===== config.mk =====
export PLATFORM = sky130hd
export DESIGN_NAME = conv_mac_sequencer
export DESIGN_NICKNAME = d
export VERILOG_FILES = /design/src/rtl/conv_mac_sequencer.sv
export SDC_FILE = /design/constraint.sdc
export NUM_CORES = 1
export LEC_CHECK = 0
export BUFFER_PORTS_ARGS = -buffer_cell sky130_fd_sc_hd__buf_2
export CAP_MARGIN = 20
export CORE_MARGIN = 4
export CORE_UTILIZATION = 55
export CTS_CLUSTER_SIZE = 28
export DETAILED_ROUTE_END_ITERATION = 10
export PLACE_DENSITY = 0.75
export SETUP_SLACK_MARGIN = 0.05
export SYNTH_ARGS = -nofsm -noshare
export SYNTH_HDL_FRONTEND = slang
export SYNTH_SLANG_ARGS = --single-unit

===== constraint.sdc =====
create_clock -name clk -period 5.8 [get_ports clk]
set_input_delay 1.16 -clock clk [delete_from_list [all_inputs] [get_ports clk]]
set_output_delay 1.16 -clock clk [all_outputs]
set_load 0.05 [all_outputs]

===== src/rtl/conv_mac_sequencer.sv =====
// Full 1-D convolution sequencer: Z[i] = sum_k X[k]*Y[i-k], one MAC per RD/MAC cycle pair.
// Optional build macro CONV_MAC_SAT_EN: saturating accumulator instead of wrap-around.
module conv_mac_sequencer #(
    parameter int DATA_WIDTH = 8,
    parameter int ADDR_WIDTH = 5,
    parameter int ACC_WIDTH  = 16
) (
    input  logic                  clk,
    input  logic                  rstn,
    input  logic                  start,
    input  logic [ADDR_WIDTH:0]   size_x,
    input  logic [ADDR_WIDTH:0]   size_y,
    output logic [ADDR_WIDTH-1:0] memx_addr,
    input  logic [DATA_WIDTH-1:0] memx_data,
    output logic [ADDR_WIDTH-1:0] memy_addr,
    input  logic [DATA_WIDTH-1:0] memy_data,
    output logic [ADDR_WIDTH:0]   memz_addr,
    output logic [ACC_WIDTH-1:0]  memz_data,
    output logic                  memz_we,
    output logic                  busy,
    output logic                  done
);

    localparam int SW = ADDR_WIDTH + 1;
    localparam int W  = ADDR_WIDTH + 2;
    localparam int PW = 2 * DATA_WIDTH;
    localparam logic [SW-1:0] MAX_SIZE = SW'(1 << ADDR_WIDTH);
    localparam logic [W-1:0]  W_ONE    = W'(1);
    localparam logic [W-1:0]  W_TWO    = W'(2);

    typedef enum logic [2:0] {
        S_IDLE,
        S_CLR,
        S_RD,
        S_MAC,
        S_WR,
        S_DONE
    } state_t;

    state_t                  state_q, state_d;
    logic [SW-1:0]           sx_q, sx_d, sy_q, sy_d;
    logic [W-1:0]            i_q, i_d, k_q, k_d, kmax_q, kmax_d;
    logic [ACC_WIDTH-1:0]    acc_q, acc_d;
    logic [ADDR_WIDTH-1:0]   memx_addr_q, memx_addr_d, memy_addr_q, memy_addr_d;
    logic [SW-1:0]           memz_addr_q, memz_addr_d;
    logic [ACC_WIDTH-1:0]    memz_data_q, memz_data_d;
    logic                    memz_we_q, memz_we_d;
    logic                    busy_q, busy_d;
    logic                    done_q, done_d;

    logic [SW-1:0]           sx_in, sy_in;
    logic [W-1:0]            i_p1, sy_w, sx_m1, kmin, kmax_c, y_cur, k_nxt, y_nxt;
    logic [PW-1:0]           prod;
    logic [ACC_WIDTH-1:0]    acc_sum;
    logic                    last_i;

    function automatic logic [SW-1:0] clamp_size(input logic [SW-1:0] s);
        return (s > MAX_SIZE) ? MAX_SIZE : s;
    endfunction

    // Product is zero-extended or truncated to the accumulator width before the add.
    function automatic logic [ACC_WIDTH-1:0] acc_add(input logic [ACC_WIDTH-1:0] a,
                                                     input logic [PW-1:0]        p);
        logic [ACC_WIDTH-1:0] pe;
`ifdef CONV_MAC_SAT_EN
        logic [ACC_WIDTH:0] sum;
        pe  = ACC_WIDTH'(p);
        sum = {1'b0, a} + {1'b0, pe};
        return sum[ACC_WIDTH] ? {ACC_WIDTH{1'b1}} : sum[ACC_WIDTH-1:0];
`else
        pe = ACC_WIDTH'(p);
        return a + pe;
`endif
    endfunction

    always_comb begin
        state_d     = state_q;
        sx_d        = sx_q;
        sy_d        = sy_q;
        i_d         = i_q;
        k_d         = k_q;
        kmax_d      = kmax_q;
        acc_d       = acc_q;
        memx_addr_d = memx_addr_q;
        memy_addr_d = memy_addr_q;
        memz_addr_d = memz_addr_q;
        memz_data_d = memz_data_q;
        memz_we_d   = 1'b0;
        busy_d      = busy_q;
        done_d      = 1'b0;

        sx_in   = clamp_size(size_x);
        sy_in   = clamp_size(size_y);
        i_p1    = i_q + W_ONE;
        sy_w    = W'(sy_q);
        sx_m1   = W'(sx_q) - W_ONE;
        kmin    = (i_p1 > sy_w) ? (i_p1 - sy_w) : '0;
        kmax_c  = (i_q < sx_m1) ? i_q : sx_m1;
        y_cur   = i_q - kmin;
        k_nxt   = k_q + W_ONE;
        y_nxt   = i_q - k_nxt;
        prod    = PW'(memx_data) * PW'(memy_data);
        acc_sum = acc_add(acc_q, prod);
        last_i  = ((i_q + W_TWO) == (W'(sx_q) + W'(sy_q)));

        case (state_q)
            S_IDLE: begin
                if (start) begin
                    sx_d = sx_in;
                    sy_d = sy_in;
                    i_d  = '0;
                    if ((sx_in == '0) || (sy_in == '0)) begin
                        state_d = S_DONE;
                        done_d  = 1'b1;
                    end else begin
                        state_d = S_CLR;
                        busy_d  = 1'b1;
                    end
                end
            end
            // Addresses are launched on entry to RD so the RAM sees them during RD.
            S_CLR: begin
                acc_d       = '0;
                k_d         = kmin;
                kmax_d      = kmax_c;
                memx_addr_d = ADDR_WIDTH'(kmin);
                memy_addr_d = ADDR_WIDTH'(y_cur);
                state_d     = S_RD;
            end
            S_RD: begin
                state_d = S_MAC;
            end
            S_MAC: begin
                acc_d = acc_sum;
                if (k_q == kmax_q) begin
                    state_d     = S_WR;
                    memz_we_d   = 1'b1;
                    memz_addr_d = SW'(i_q);
                    memz_data_d = acc_sum;
                end else begin
                    k_d         = k_nxt;
                    memx_addr_d = ADDR_WIDTH'(k_nxt);
                    memy_addr_d = ADDR_WIDTH'(y_nxt);
                    state_d     = S_RD;
                end
            end
            S_WR: begin
                if (last_i) begin
                    state_d = S_DONE;
                    done_d  = 1'b1;
                end else begin
                    i_d     = i_p1;
                    state_d = S_CLR;
                end
            end
            S_DONE: begin
                busy_d  = 1'b0;
                state_d = S_IDLE;
            end
            default: begin
                busy_d  = 1'b0;
                state_d = S_IDLE;
            end
        endcase
    end

    always_ff @(posedge clk) begin
        if (!rstn) begin
            state_q     <= S_IDLE;
            sx_q        <= '0;
            sy_q        <= '0;
            i_q         <= '0;
            k_q         <= '0;
            kmax_q      <= '0;
            acc_q       <= '0;
            memx_addr_q <= '0;
            memy_addr_q <= '0;
            memz_addr_q <= '0;
            memz_data_q <= '0;
            memz_we_q   <= 1'b0;
            busy_q      <= 1'b0;
            done_q      <= 1'b0;
        end else begin
            state_q     <= state_d;
            sx_q        <= sx_d;
            sy_q        <= sy_d;
            i_q         <= i_d;
            k_q         <= k_d;
            kmax_q      <= kmax_d;
            acc_q       <= acc_d;
            memx_addr_q <= memx_addr_d;
            memy_addr_q <= memy_addr_d;
            memz_addr_q <= memz_addr_d;
            memz_data_q <= memz_data_d;
            memz_we_q   <= memz_we_d;
            busy_q      <= busy_d;
            done_q      <= done_d;
        end
    end

    assign memx_addr = memx_addr_q;
    assign memy_addr = memy_addr_q;
    assign memz_addr = memz_addr_q;
    assign memz_data = memz_data_q;
    assign memz_we   = memz_we_q;
    assign busy      = busy_q;
    assign done      = done_q;

endmodule


### Yosys cells after proc, flatten, opt, wreduce, memory -nomap -nowiden

Cells that the tools add are included.

* memory bits (read-only): 0
* word-level logic and storage cells: 79
* latch bits: 0
* memories: 0
* input port bits: 31
* bits in registers: 87
* output and inout port bits: 35
* RAM bits: 0

* shift-type cells: 0
* multiply operators: 1
* equality and inequality tests: 10
* add/sub/neg operators: 9
* div/mod/pow operators: 0
* magnitude comparators: 4
* bitwise logic cells: 1
* reduce and logical (&&, ||, !) cells: 13
* muxes and demuxes: 27

Operators by type and width (number)
* $mux W7: 5
* $pmux W16 S2: 1
* $pmux W7 S2: 2
* $pmux W5 S2: 2
* $add A16 B16 Y16: 1
* $mul A8 B8 Y16: 1
* $pmux W3 S5: 1
* $add A7 B1 Y7 const B: 2
* $eq A7 B7 Y1: 2
* $gt A6 B6 Y1 const B: 2
* $logic_not A6 Y1: 2
* $mux W3: 4
* $mux W6: 2
* $mux W5: 2
* $sub A5 B5 Y5: 2
* $ne A2 B2 Y1 const B: 4
* $reduce_and A2 Y1: 4
* $add A6 B6 Y7: 1
* $add A7 B2 Y7 const B: 1
* $gt A7 B6 Y1: 1
* $lt A7 B7 Y1: 1
* $sub A6 B1 Y7 const B: 1
* $sub A7 B6 Y7: 1
* $eq A3 B2 Y1 const B: 2
* 10 further kinds: 18

### Depth between registers and ports, before layout

Gate-level depths: netlist of the first run.

* word-level depth: 7
* depth in mapped cells: 19
* mapped depth without buffers: 19

### Worst setup path after synthesis of the first run

OpenSTA, ideal clock, no wires.

* kind: input -> register
* start point: in memx_data[5]
* end point: reg memz_data_q[14] (netlist: memz_data[14])
* arrival: 4958 ps
* cell stages on the path: 14
* slack: 747 ps
* library setup time: 95 ps
* buffers on the path: 1
* data required time: 5705 ps
* path through: clkbuf_1 > nand2_1 > fa_1 > inv_1 > fa_1 > inv_1 > fa_1 > fa_1 > inv_1 > ha_1 > a2111oi_0 > o211ai_1 > and2_1 > o311ai_1

* cells in the longest elaborated chain, start to end: 2

RTL lines
* start, declared: RTL line 14 `input logic [DATA_WIDTH-1:0] memx_data,`
* $mul A8 B8 Y16: RTL line 102 `prod = PW'(memx_data) * PW'(memy_data);`
* $add A16 B16 Y16: RTL line 72 `return a + pe;`
* end signal, assigned: RTL line 194 `memz_data_q <= memz_data_d;`
* end, declared: RTL line 46 `logic [ACC_WIDTH-1:0] memz_data_q, memz_data_d;`

No other way between the ends.
A chain may end at the register's enable or synchronous reset.

### Worst setup path in the final report of the first run

* start point: in memy_data[4]
* end point: reg memz_data_q[14] (netlist: memz_data[14])

* cells in the longest elaborated chain, start to end: 2

RTL lines
* start, declared: RTL line 16 `input logic [DATA_WIDTH-1:0] memy_data,`
* $mul A8 B8 Y16: RTL line 102
* $add A16 B16 Y16: RTL line 72

No other way between the ends.

==> summary.md, run 1 <==
| Metric | Value |
|---|---|
| Gpl congestion | `0.849` |
| Sw Pwr | `around 940 uW` |
| Setup Skew | `just under 0.009 ns` |
| Fin. Hold Viols | `0` |
| Vias in the first global route | `5589` |
| Vias | `5760` |
| Post-Layout Cell Count | `approximately 1100` |
| Die span in y | `121 um` |
| Global-route wire length before repair | `27000 um` |
| Area share of the largest cell type after synthesis | `approximately a quarter` |
| Placed cell count | `1057` |
| DIE AREA | `between 10000 and 15000 um^2` |
| Setup ws final | `about 0.8 ns` |
| CP arrival | `5.27 ns` |
| Logic pwr share | `48.1%` |
| Hold Crit Class | `reg -> reg` |
| Dpl ws | `0.468 ns` |
| CTS tree | `yes` |
| Gr usage total | `22.8%` |
| Seq pwr share | `27.6%` |
| Final setup TNS | `0 ns` |
| Post-CTS setup buffer count | `0` |
| Port Buf Inserts | `65` |
| Status | `finished, final reports clean` |
| WS Path Type | `in -> reg` |
| Largest area contributor in the netlist | `dfxtp_1` |
| Final worst-path cycle share | `86.4%` |
| Initial DRC Count | `286` |
| Relative slew slack | `32.3%` |
| Dpl hpwl | `approximately 12000 um` |
| Synth Cell Area | `7060 um^2` |
| GR peak layer | `met2` |
| CTS resizes | `0` |
| Clock sink count | `82` |
| Syn Area/Cell | `8.28 um^2` |
| Wirelength per Cell | `14.5 um` |
| H-Tree Depth | `3` |
| Slew Viols, Final | `0` |
| GRT met3 Usage | `3.59%` |
| Clock-pin transition on the worst setup and hold timing paths | `0.07 ns` |
| WP data required | `6.05 ns` |
| Die Wd | `121 um` |
| Nets | `~1000` |
| Hold Buf Count CTS | `0` |
| RSZ-0062 raised after global routing | `false` |
| Worst setup SP type | `input pin` |
| Post-route antenna net violation count | `0` |
| Max-cap check violation count | `0` |
| Worst slew pin tran | `roughly 1 ns` |
| Internal | `1340 uW` |
| Boundary pin count | `66` |
| Endpoints failing setup | `0` |
| Clock Path Buffers | `2` |
| # rows | `41` |
| Area of the core | `between 10000 and 15000 um^2` |
| Starting Density | `55.9%` |
| Clk pwr share | `between 20 and 25%` |
| DR vias/cell | `5.37` |
| Post-synth EDFFs | `0` |
| Largest net degree at the start of global routing | `56` |
| Grt ovf | `0` |
| Share of layout cells above drive strength 1 | `10.2%` |
| Maximum vdd ir drop | `roughly 170 uV` |
| Synth Flop Type | `dfxtp_1` |
| CP max FO | `8` |
| Antenna violations before repair | `0` |
| Asr flop ratio synth | `0%` |
| Root Driver | `clkbuf_16` |
| Crit path time final | `5.01 ns` |
| Distinct cell type count of the synthesized netlist | `54` |
| Gate Count Post-Synth | `853` |
| FF+latch count, synth | `82` |
| Sw frac | `41.1%` |
| Kind of end point of the critical path | `flop` |
| F_max | `around 0.20 GHz` |
| # diodes | `0` |
| Static leakage | `~0.0036 uW` |
| Residual DRC count | `0` |
| Register area share after synthesis | `23.3%` |
| Global Route met1 Usage | `between 30% and 40%` |
| Clk Latency, worst-skew pair | `0.35 ns` |
| Commonest non-fill, non-tap cells in the layout | `105 x inv_1, 98 x nand2_1, 82 x dfxtp_1` |
| Cell Pwr Density | `slightly below 300 nW/um^2` |
| Final WL | `15600 um` |
| Layout area overhead | `9.98%` |
| CTS buffer count | `9` |
| Met2 Track Usage GR | `38.5%` |
| Final core occ | `a little over 60%` |
| Leading post-synthesis cells by cell area | `dfxtp_1 23%, fa_1 15%, ha_1 11%` |
| Drt pass-1 iters | `4` |
| Syn nets | `998` |
| Yosys warnings | `0` |
| Leading cell type in the layout, fill and taps excluded | `inv_1` |
layer usage:
layer	share of wire [%]	wire (um)	up-vias
met3	3.6	562	22
met5	0	0	-
li1	-	-	2928
met1	47	7310	2700
met2	48	7420	110
met4	1.8	280	0
per-stage QoR:
step / cell area, um^2 / total power [uW] / hold WS (ns)
floorplan: 7060 / 1490 / 0.429
global route: 7760 / 2480 / 0.478
global placement: 7470 / 1720 / 0.442
CTS: 7760 / 2290 / 0.455
finish: 7760 / 2280 / 0.455
detailed placement: 7470 / 1730 / 0.446
logic make-up after synthesis:
family / count (synthesis) / share of synthesized area (%)
buf+inv: 142 / 7.90
flops: 82 / 23.2
mux: 24 / 3.40
compound gates: 136 / 13.0
simple gates: 310 / 21.0
fa+ha+maj: 114 / 25.8
xor+xnor: 45 / 5.58
critical path, stage by stage:
cell and delay, ns:
buf_2 0.14, and2_1 0.18, fa_1 0.46, fa_1 0.56
inv_1 0.05, fa_1 0.46, fa_1 0.55, inv_1 0.04
ha_1 0.38, a2111oi_0 0.50, buf_4 0.20, o211ai_1 0.13
and2_1 0.19, o311ai_1 0.25
path summary, 6_finish.rpt:
check / from / slack, ns / to / cells after the start
min reg2reg: acc_q[2] / 0.46 / acc_q[2] / 2
min: acc_q[2] / 0.46 / acc_q[2] / 2
max reg2reg: acc_q[6] / 1.45 / memz_data[14] / 14
max: memy_data[4] / 0.79 / memz_data[14] / 14
power groups by stage:
stage               Clock [uW]  Sequential [uW]  Combinational, uW
detailed placement           0              642               1090
global route               586              634               1260
CTS                        561              629               1100
finish                     555              629               1100
floorplan                    0              669                825
global placement             0              641               1070
cell type report:
cell class	instances	area, um^2
clock buffers	11	253
clock inverters	5	38.8
fillers	1156	4850
inverters	105	394
multi-input cells	629	4870
flip-flops and latches	82	1640
well taps	172	215
repair buffers	69	355
cell usage after synthesis (5+ instances only):
cell type	instances
a211oi_1	9
a21o_1	17
a21oi_1	43
and2_1	40
buf_2	5
buf_4	5
clkbuf_1	26
dfxtp_1	82
fa_1	53
ha_1	61
inv_1	105
mux2i_1	24
nand2_1	98
nand2b_1	5
nand3_1	45
nand3b_1	13
nor2_1	71
nor3_1	9
o211ai_1	8
o21a_1	6
o21ai_0	15
o22ai_1	5
o311ai_1	7
or3_1	6
xnor2_1	27
xor2_1	18
flip-flops by register name (all words and copies together) (netlist names), 3 cells and up:
| name | cells |
|---|---|
| acc_q | 16 |
| memz_data | 16 |
| i_q | 7 |
| k_q | 7 |
| kmax_q | 7 |
| memz_addr | 6 |
| sx_q | 6 |
| sy_q | 6 |
| memy_addr | 5 |
| state_q | 3 |
Note: power is estimated with default switching activity, not from simulation.
==> run 2, diff against run 1 <==
==> constraint.sdc (replaced) <==
create_clock -name clk -period 5.8 [get_ports clk]
set_input_delay 0.29 -clock clk [delete_from_list [all_inputs] [get_ports clk]]
set_output_delay 0.29 -clock clk [all_outputs]
set_load 0.05 [all_outputs]
==> run 2 against run 1 <==
Non-clock buffer count is 1 lower. Critical endpoint unchanged. Sequential share of layout area rose by 0.051 points. Largest power group unchanged. Clock-buffer cell count decreased by 2. Register-to-register slack lost 0.21 ns. Wire length up 3.5%. Critical path type is now reg -> reg. First-iteration DRC count decreased by 2.1%.
==> summary.md, run 2 (synthesis results as in run 1) <==
| Metric | Value |
|---|---|
| Antenna violations before repair | `0` |
| Clock-pin transition on the worst setup and hold timing paths | `0.07 ns` |
| RR Startpoint | `acc_q[5]` |
| Port Buf Inserts | `65` |
| Worst Reg-to-Reg Cells | `14` |
| Share of layout cells above drive strength 1 | `between 10% and 20%` |
| Internal | `~1300 uW` |
| Vias | `approximately 5800` |
| Max-cap check violation count | `0` |
| Layout area overhead | `9.71%` |
| Worst setup SP type | `flop` |
| Kind of end point of the critical path | `flop` |
| Vias in the first global route | `around 6000` |
| Root Driver | `clkbuf_16` |
| Largest stage delay on the critical path | `about 0.77 ns` |
| Leading cell type in the layout, fill and taps excluded | `inv_1` |
| CP arrival | `4.80 ns` |
| R2r endpoint | `memz_data[14]` |
| Logic pwr share | `around half` |
| Die Wd | `around 120 um` |
| Fin. Hold Viols | `0` |
| Clk Latency, worst-skew pair | `between 0.3 and 0.4 ns` |
| Endpoints failing setup | `0` |
| Crit path time final | `4.56 ns` |
| WS Path Type | `reg -> reg` |
| # diodes | `0` |
| Drt pass-1 iters | `4` |
| CP most frequent cell | `inv_1` |
| Relative slew slack | `30.7%` |
| Post-route antenna net violation count | `0` |
| Clock Path Buffers | `2` |
| Boundary pin count | `66` |
| Nets | `1040` |
| Post-Layout Cell Count | `1072` |
| CP max FO | `4` |
| Crit path cell chain | `inv_1 > fa_1 > inv_1 > fa_1 > ha_1 > inv_1 > fa_1 > inv_1 > ha_1 > a21o_1 > a2111oi_0 > o211ai_1 > and2_1 > o311ai_1` |
| Seq pwr share | `27.8%` |
| Placed cell count | `1056` |
| # rows | `41` |
| Cell Pwr Density | `292 nW/um^2` |
| Grt ovf | `0` |
| H-Tree Depth | `3` |
| Critical path's slowest cell | `a2111oi_0` |
| Maximum vdd ir drop | `154 uV` |
| Hold Crit Class | `in -> reg` |
| Largest net degree at the start of global routing | `56` |
| F_max | `~0.22 GHz` |
| Slew Viols, Final | `0` |
| Placed Area | `7470 um^2` |
| Post-route cell area | `approximately 7700 um^2` |
| Final WL | `between 15000 and 20000 um` |
| RSZ-0062 raised after global routing | `false` |
| Gpl congestion | `slightly below 0.9` |
| CTS buffer count | `9` |
| Hold Buf Count CTS | `0` |
| WP data required | `6.05 ns` |
| Sw frac | `between 40% and 50%` |
| HP Start | `size_x[4]` |
| Clk pwr share | `23.6%` |
| Die span in y | `121 um` |
| Initial DRC Count | `280` |
| Static leakage | `0.00363 uW` |
| CTS resizes | `0` |
| Total power | `2260 uW` |
| Final setup TNS | `0 ns` |
| Fill cells | `1176` |
| Worst slew pin tran | `1.04 ns` |
| Setup Skew | `between 0.009 and 0.01 ns` |
| Sw Pwr | `942 uW` |
| Wirelength per Cell | `~15 um` |
| Area of the core | `12600 um^2` |
| Clock sink count | `a little over 80` |
| Starting Density | `55.9%` |
| Hold EP | `sx_q[4]` |
| Residual DRC count | `0` |
| Commonest non-fill, non-tap cells in the layout | `105 x inv_1, 98 x nand2_1, 82 x dfxtp_1` |
| CTS tree | `yes` |
| Global-route wire length before repair | `28100 um` |
| Gr usage total | `23.5%` |
| Final worst-path cycle share | `78.6%` |
| Reg2reg setup slack | `1.24 ns` |
| Status | `finished, final reports clean` |
| WHS Path Cells | `3` |
| Post-CTS setup buffer count | `0` |
| DR vias/cell | `5.43` |
| Dpl hpwl | `roughly 13000 um` |
| DIE AREA | `14700 um^2` |
-- run 2: power by group through the flow --
stage	Combinational (uW)	Clock, uW	Sequential [uW]
2_1_floorplan	825	0	669
3_3_place_gp	1070	0	641
3_5_place_dp	1090	0	642
4_1_cts	1100	543	629
5_1_grt	1260	565	634
6_report	1100	533	629
-- run 2: how the worst max path moves through the flow --
stage	start	endpoint	slack (ns)	cells after the start
floorplan	memx_data[5]	memz_data[14]	1.62	14
global placement	memx_data[3]	memz_data[14]	1.18	13
detailed placement	memx_data[3]	memz_data[14]	1.15	13
CTS	acc_q[5]	memz_data[14]	1.28	14
global route	acc_q[5]	acc_q[14]	1.02	14
finish	acc_q[5]	memz_data[14]	1.24	14
-- run 2: worst max-delay path, delay by kind of cell (launching register included) --
| kind | cells | cell delay, ns |
|---|---|---|
| adders and majority gates | 5 | 2.17 |
| AOI/OAI and AO/OA | 4 | 1.50 |
| DFF | 1 | 0.34 |
| buffers and inverters | 4 | 0.25 |
| and+or+nand+nor | 1 | 0.21 |
-- run 2: cell type report --
class	count	area, um^2	share of cell area [%]
inverter	105	394	5.09
multi-input combinational	629	4870	62.8
sequential	82	1640	21.2
tap	172	215	2.78
timing repair buffer	68	348	4.49
clock buffer	9	225	2.91
clock inverter	7	55.1	0.711
-- run 2: metrics by stage --
stage | worst slack, ns | hold WS [ns] | util (%)
after CTS | 1.28 | 0.218 | 61.4
after global placement | 1.18 | 0.441 | 59.2
after floorplan | 1.62 | 0.426 | -
after detailed placement | 1.15 | 0.447 | 59.2
after global routing | 1.02 | 0.243 | 61.4
final | 1.24 | 0.228 | 61.4
-- run 2: per-layer routing --
metal	share of wire (%)	GRT usage (%)
met2	50	41.5
met1	44	30.0
met3	4.2	3.26
met4	1.6	6.58
met5	0	0
==> run 3, diff against run 2 <==
--- a/config.mk
+++ b/config.mk
@@ -5,6 +5,7 @@
 export SDC_FILE = /design/constraint.sdc
 export NUM_CORES = 1
 export LEC_CHECK = 0
+export ABC_AREA = 1
 export BUFFER_PORTS_ARGS = -buffer_cell sky130_fd_sc_hd__buf_2
 export CAP_MARGIN = 20
 export CORE_MARGIN = 4
==> constraint.sdc (replaced) <==
create_clock -name clk -period 4.4 [get_ports clk]
set_input_delay 0.22 -clock clk [delete_from_list [all_inputs] [get_ports clk]]
set_output_delay 0.22 -clock clk [all_outputs]
set_load 0.05 [all_outputs]
==> run 3 against run 2 <==
Clock-buffer cell count increased by 1. Synthesized area increased by 1.3%. Clock power increased by 37%. Sequential power increased by 36%. Register-to-register slack got worse by 0.99 ns.
==> summary.md, run 3 <==
| Metric | Value |
|---|---|
| Initial DRC Count | `362` |
| Global Route met1 Usage | `30.2%` |
| Boundary pin count | `66` |
| Max-cap check violation count | `0` |
| # rows | `41` |
| Yosys warnings | `0` |
| Leading cell type in the layout, fill and taps excluded | `nand2_1` |
| F_max | `0.241 GHz` |
| Slew Viols, Final | `0` |
| Distinct cell type count of the synthesized netlist | `42` |
| CP arrival | `4.34 ns` |
| RSZ-0062 raised after global routing | `false` |
| Largest area contributor in the netlist | `dfxtp_1` |
| GR peak layer | `met2` |
| Maximum vdd ir drop | `around 320 uV` |
| Fill cells | `1180` |
| Residual DRC count | `0` |
| Relative slew slack | `36.5%` |
| Fin. Hold Viols | `0` |
| Register area share after synthesis | `22.9%` |
| CP max FO | `6` |
| Die span in y | `122 um` |
| # diodes | `0` |
| Hold Crit Class | `in -> reg` |
| DR vias/cell | `5.10` |
| Nets | `1188` |
| Wirelength per Cell | `13.4 um` |
| Final core occ | `61.8%` |
| RR Startpoint | `acc_q[6]` |
| Crit path cell chain | `inv_1 > fa_1 > inv_1 > fa_1 > inv_1 > fa_1 > fa_1 > inv_1 > ha_1 > a21oi_2 > o21ai_0 > a21oi_1 > o21bai_1 > or2_2 > nand2_1 > a21oi_1` |
| Global-route wire length before repair | `28000 um` |
| Post-synth top cells | `236 x nand2_1, 182 x inv_1, 83 x a21oi_1` |
| Final WL | `between 15000 and 20000 um` |
| Cell Pwr Density | `414 nW/um^2` |
| Commonest non-fill, non-tap cells in the layout | `236 x nand2_1, 182 x inv_1, 82 x a21oi_1, 82 x dfxtp_1, 73 x nor2_1` |
| Vias in the first global route | `5972` |
| Crit path time final | `4.14 ns` |
| Setup ws final | `between 0.2 and 0.3 ns` |
| Drt pass-1 iters | `5` |
| Clock sink count | `approximately 80` |
| Dpl ws | `around 0.12 ns` |
| Met2 Track Usage GR | `40.4%` |
| Endpoints failing setup | `0` |
| Port Buf Inserts | `65` |
| Vias | `roughly 6200` |
| Gr usage total | `23.2%` |
| FF+latch count, synth | `82` |
| Starting Density | `56.5%` |
| Dpl hpwl | `~13000 um` |
| Largest net degree at the start of global routing | `52` |
| Critical path's slowest cell | `fa_1` |
| Final setup TNS | `0 ns` |
| WS Path Type | `reg -> reg` |
| Grt ovf | `0` |
| Largest stage delay on the critical path | `approximately 0.54 ns` |
| GRT met3 Usage | `3.48%` |
| Synth Flop Type | `dfxtp_1` |
| CTS tree | `yes` |
| CTS buffer count | `9` |
| Synth Cell Area | `7150 um^2` |
| Setup Skew | `0.00826 ns` |
| HP Start | `size_y[4]` |
| Layout area overhead | `9.46%` |
| Hold Buf Count CTS | `0` |
| Die Wd | `roughly 120 um` |
| Syn Area/Cell | `7.14 um^2` |
| Area of the core | `12700 um^2` |
| Final worst-path cycle share | `94.2%` |
| Asr flop ratio synth | `0%` |
| Kind of end point of the critical path | `flop` |
| Gate Count Post-Synth | `1002` |
| Clk Latency, worst-skew pair | `approximately 0.34 ns` |
| Antenna violations before repair | `0` |
| Status | `finished, final reports clean` |
| DIE AREA | `14900 um^2` |
| Leading post-synthesis cells by cell area | `dfxtp_1 23%, fa_1 15%, nand2_1 12%` |
| Post-route antenna net violation count | `0` |
| Syn nets | `1147` |
| Most common cell in the netlist | `nand2_1` |
| Post-synth EDFFs | `0` |
| Worst slew pin tran | `0.952 ns` |
| CP startpoint | `acc_q[6]` |
| Gpl congestion | `0.853` |
| Root Driver | `clkbuf_16` |
| H-Tree Depth | `3` |
| Clock Path Buffers | `2` |
| Static leakage | `0.00414 uW` |
| Clock-pin transition on the worst setup and hold timing paths | `around 0.070 ns` |
| Worst setup SP type | `flop` |
| Share of layout cells above drive strength 1 | `between 10% and 20%` |
| WP data required | `around 4.6 ns` |
| Area share of the largest cell type after synthesis | `about 23%` |
-- run 3: cell types whose count changed after synthesis, moves of 11 or more --
| cell | change |
|---|---|
| mux2i_1 | -24 |
| nand3b_1 | -11 |
| inv_1 | +77 |
| and2_1 | -39 |
| o21ai_0 | +24 |
| a21oi_1 | +40 |
| nand2_1 | +138 |
| a21o_1 | -15 |
-- run 3: what timing repair did --
action,4_1_cts,5_1_grt
buffers inserted,0,0
resized for setup,0,1
setup endpoints to repair,0,2
-- run 3: report_power, final --
group          internal [uW]  switching (uW)  total, uW
clock network            404             327        731
logic                    623            1030       1650
registers                798            60.5        858
total                   1820            1420       3240
-- run 3: area by class of cell --
type                    instances  area (um^2)  share of cell area [%]
multi-input cells             691         4610                    58.8
flip-flops and latches         82         1640                    21.0
inverters                     187          702                    8.96
repair buffers                 72          378                    4.83
clock buffers                  10          239                    3.05
well taps                     172          215                    2.75
clock inverters                 6         47.5                   0.607
-- run 3: cells by family after synthesis --
group           synth area share [%]
compound gates                  12.4
flops                           22.9
buf+inv                         12.7
xor+xnor                        4.04
simple gates                    22.4
fa+ha+maj                       25.5
-- run 3: critical path: cells and delay by family (launching register included) --
| family | cells | cell delay [ns] |
|---|---|---|
| and+or+nand+nor | 2 | 0.35 |
| buffers and inverters | 4 | 0.21 |
| DFF | 1 | 0.34 |
| adders and majority gates | 5 | 2.41 |
| AOI/OAI and AO/OA | 5 | 0.68 |
-- run 3: worst paths after layout --
path,endpoint,slack [ns],cells after the start
min,sy_q[4],0.13,3
max reg2reg,memz_data[11],0.26,16
max,memz_data[11],0.26,16
min reg2reg,state_q[0],0.45,1
-- run 3: routing by layer --
metal / wire length (um) / share of wire, %
met5: 0 / 0
met4: 269 / 1.6
met3: 511 / 3.1
met2: 8190 / 50
met1: 7390 / 45
-- run 3: metrics by stage --
stage / cell area, um^2 / hold WS (ns) / power, uW / cells
after floorplan: 7150 / 0.363 / 2170 / 1002
after CTS: 7830 / 0.125 / 3260 / 1220
after global routing: 7830 / 0.131 / 3550 / 1220
final: 7830 / 0.131 / 3240 / 1220
after global placement: 7540 / 0.432 / 2490 / 1204
after detailed placement: 7540 / 0.443 / 2520 / 1204
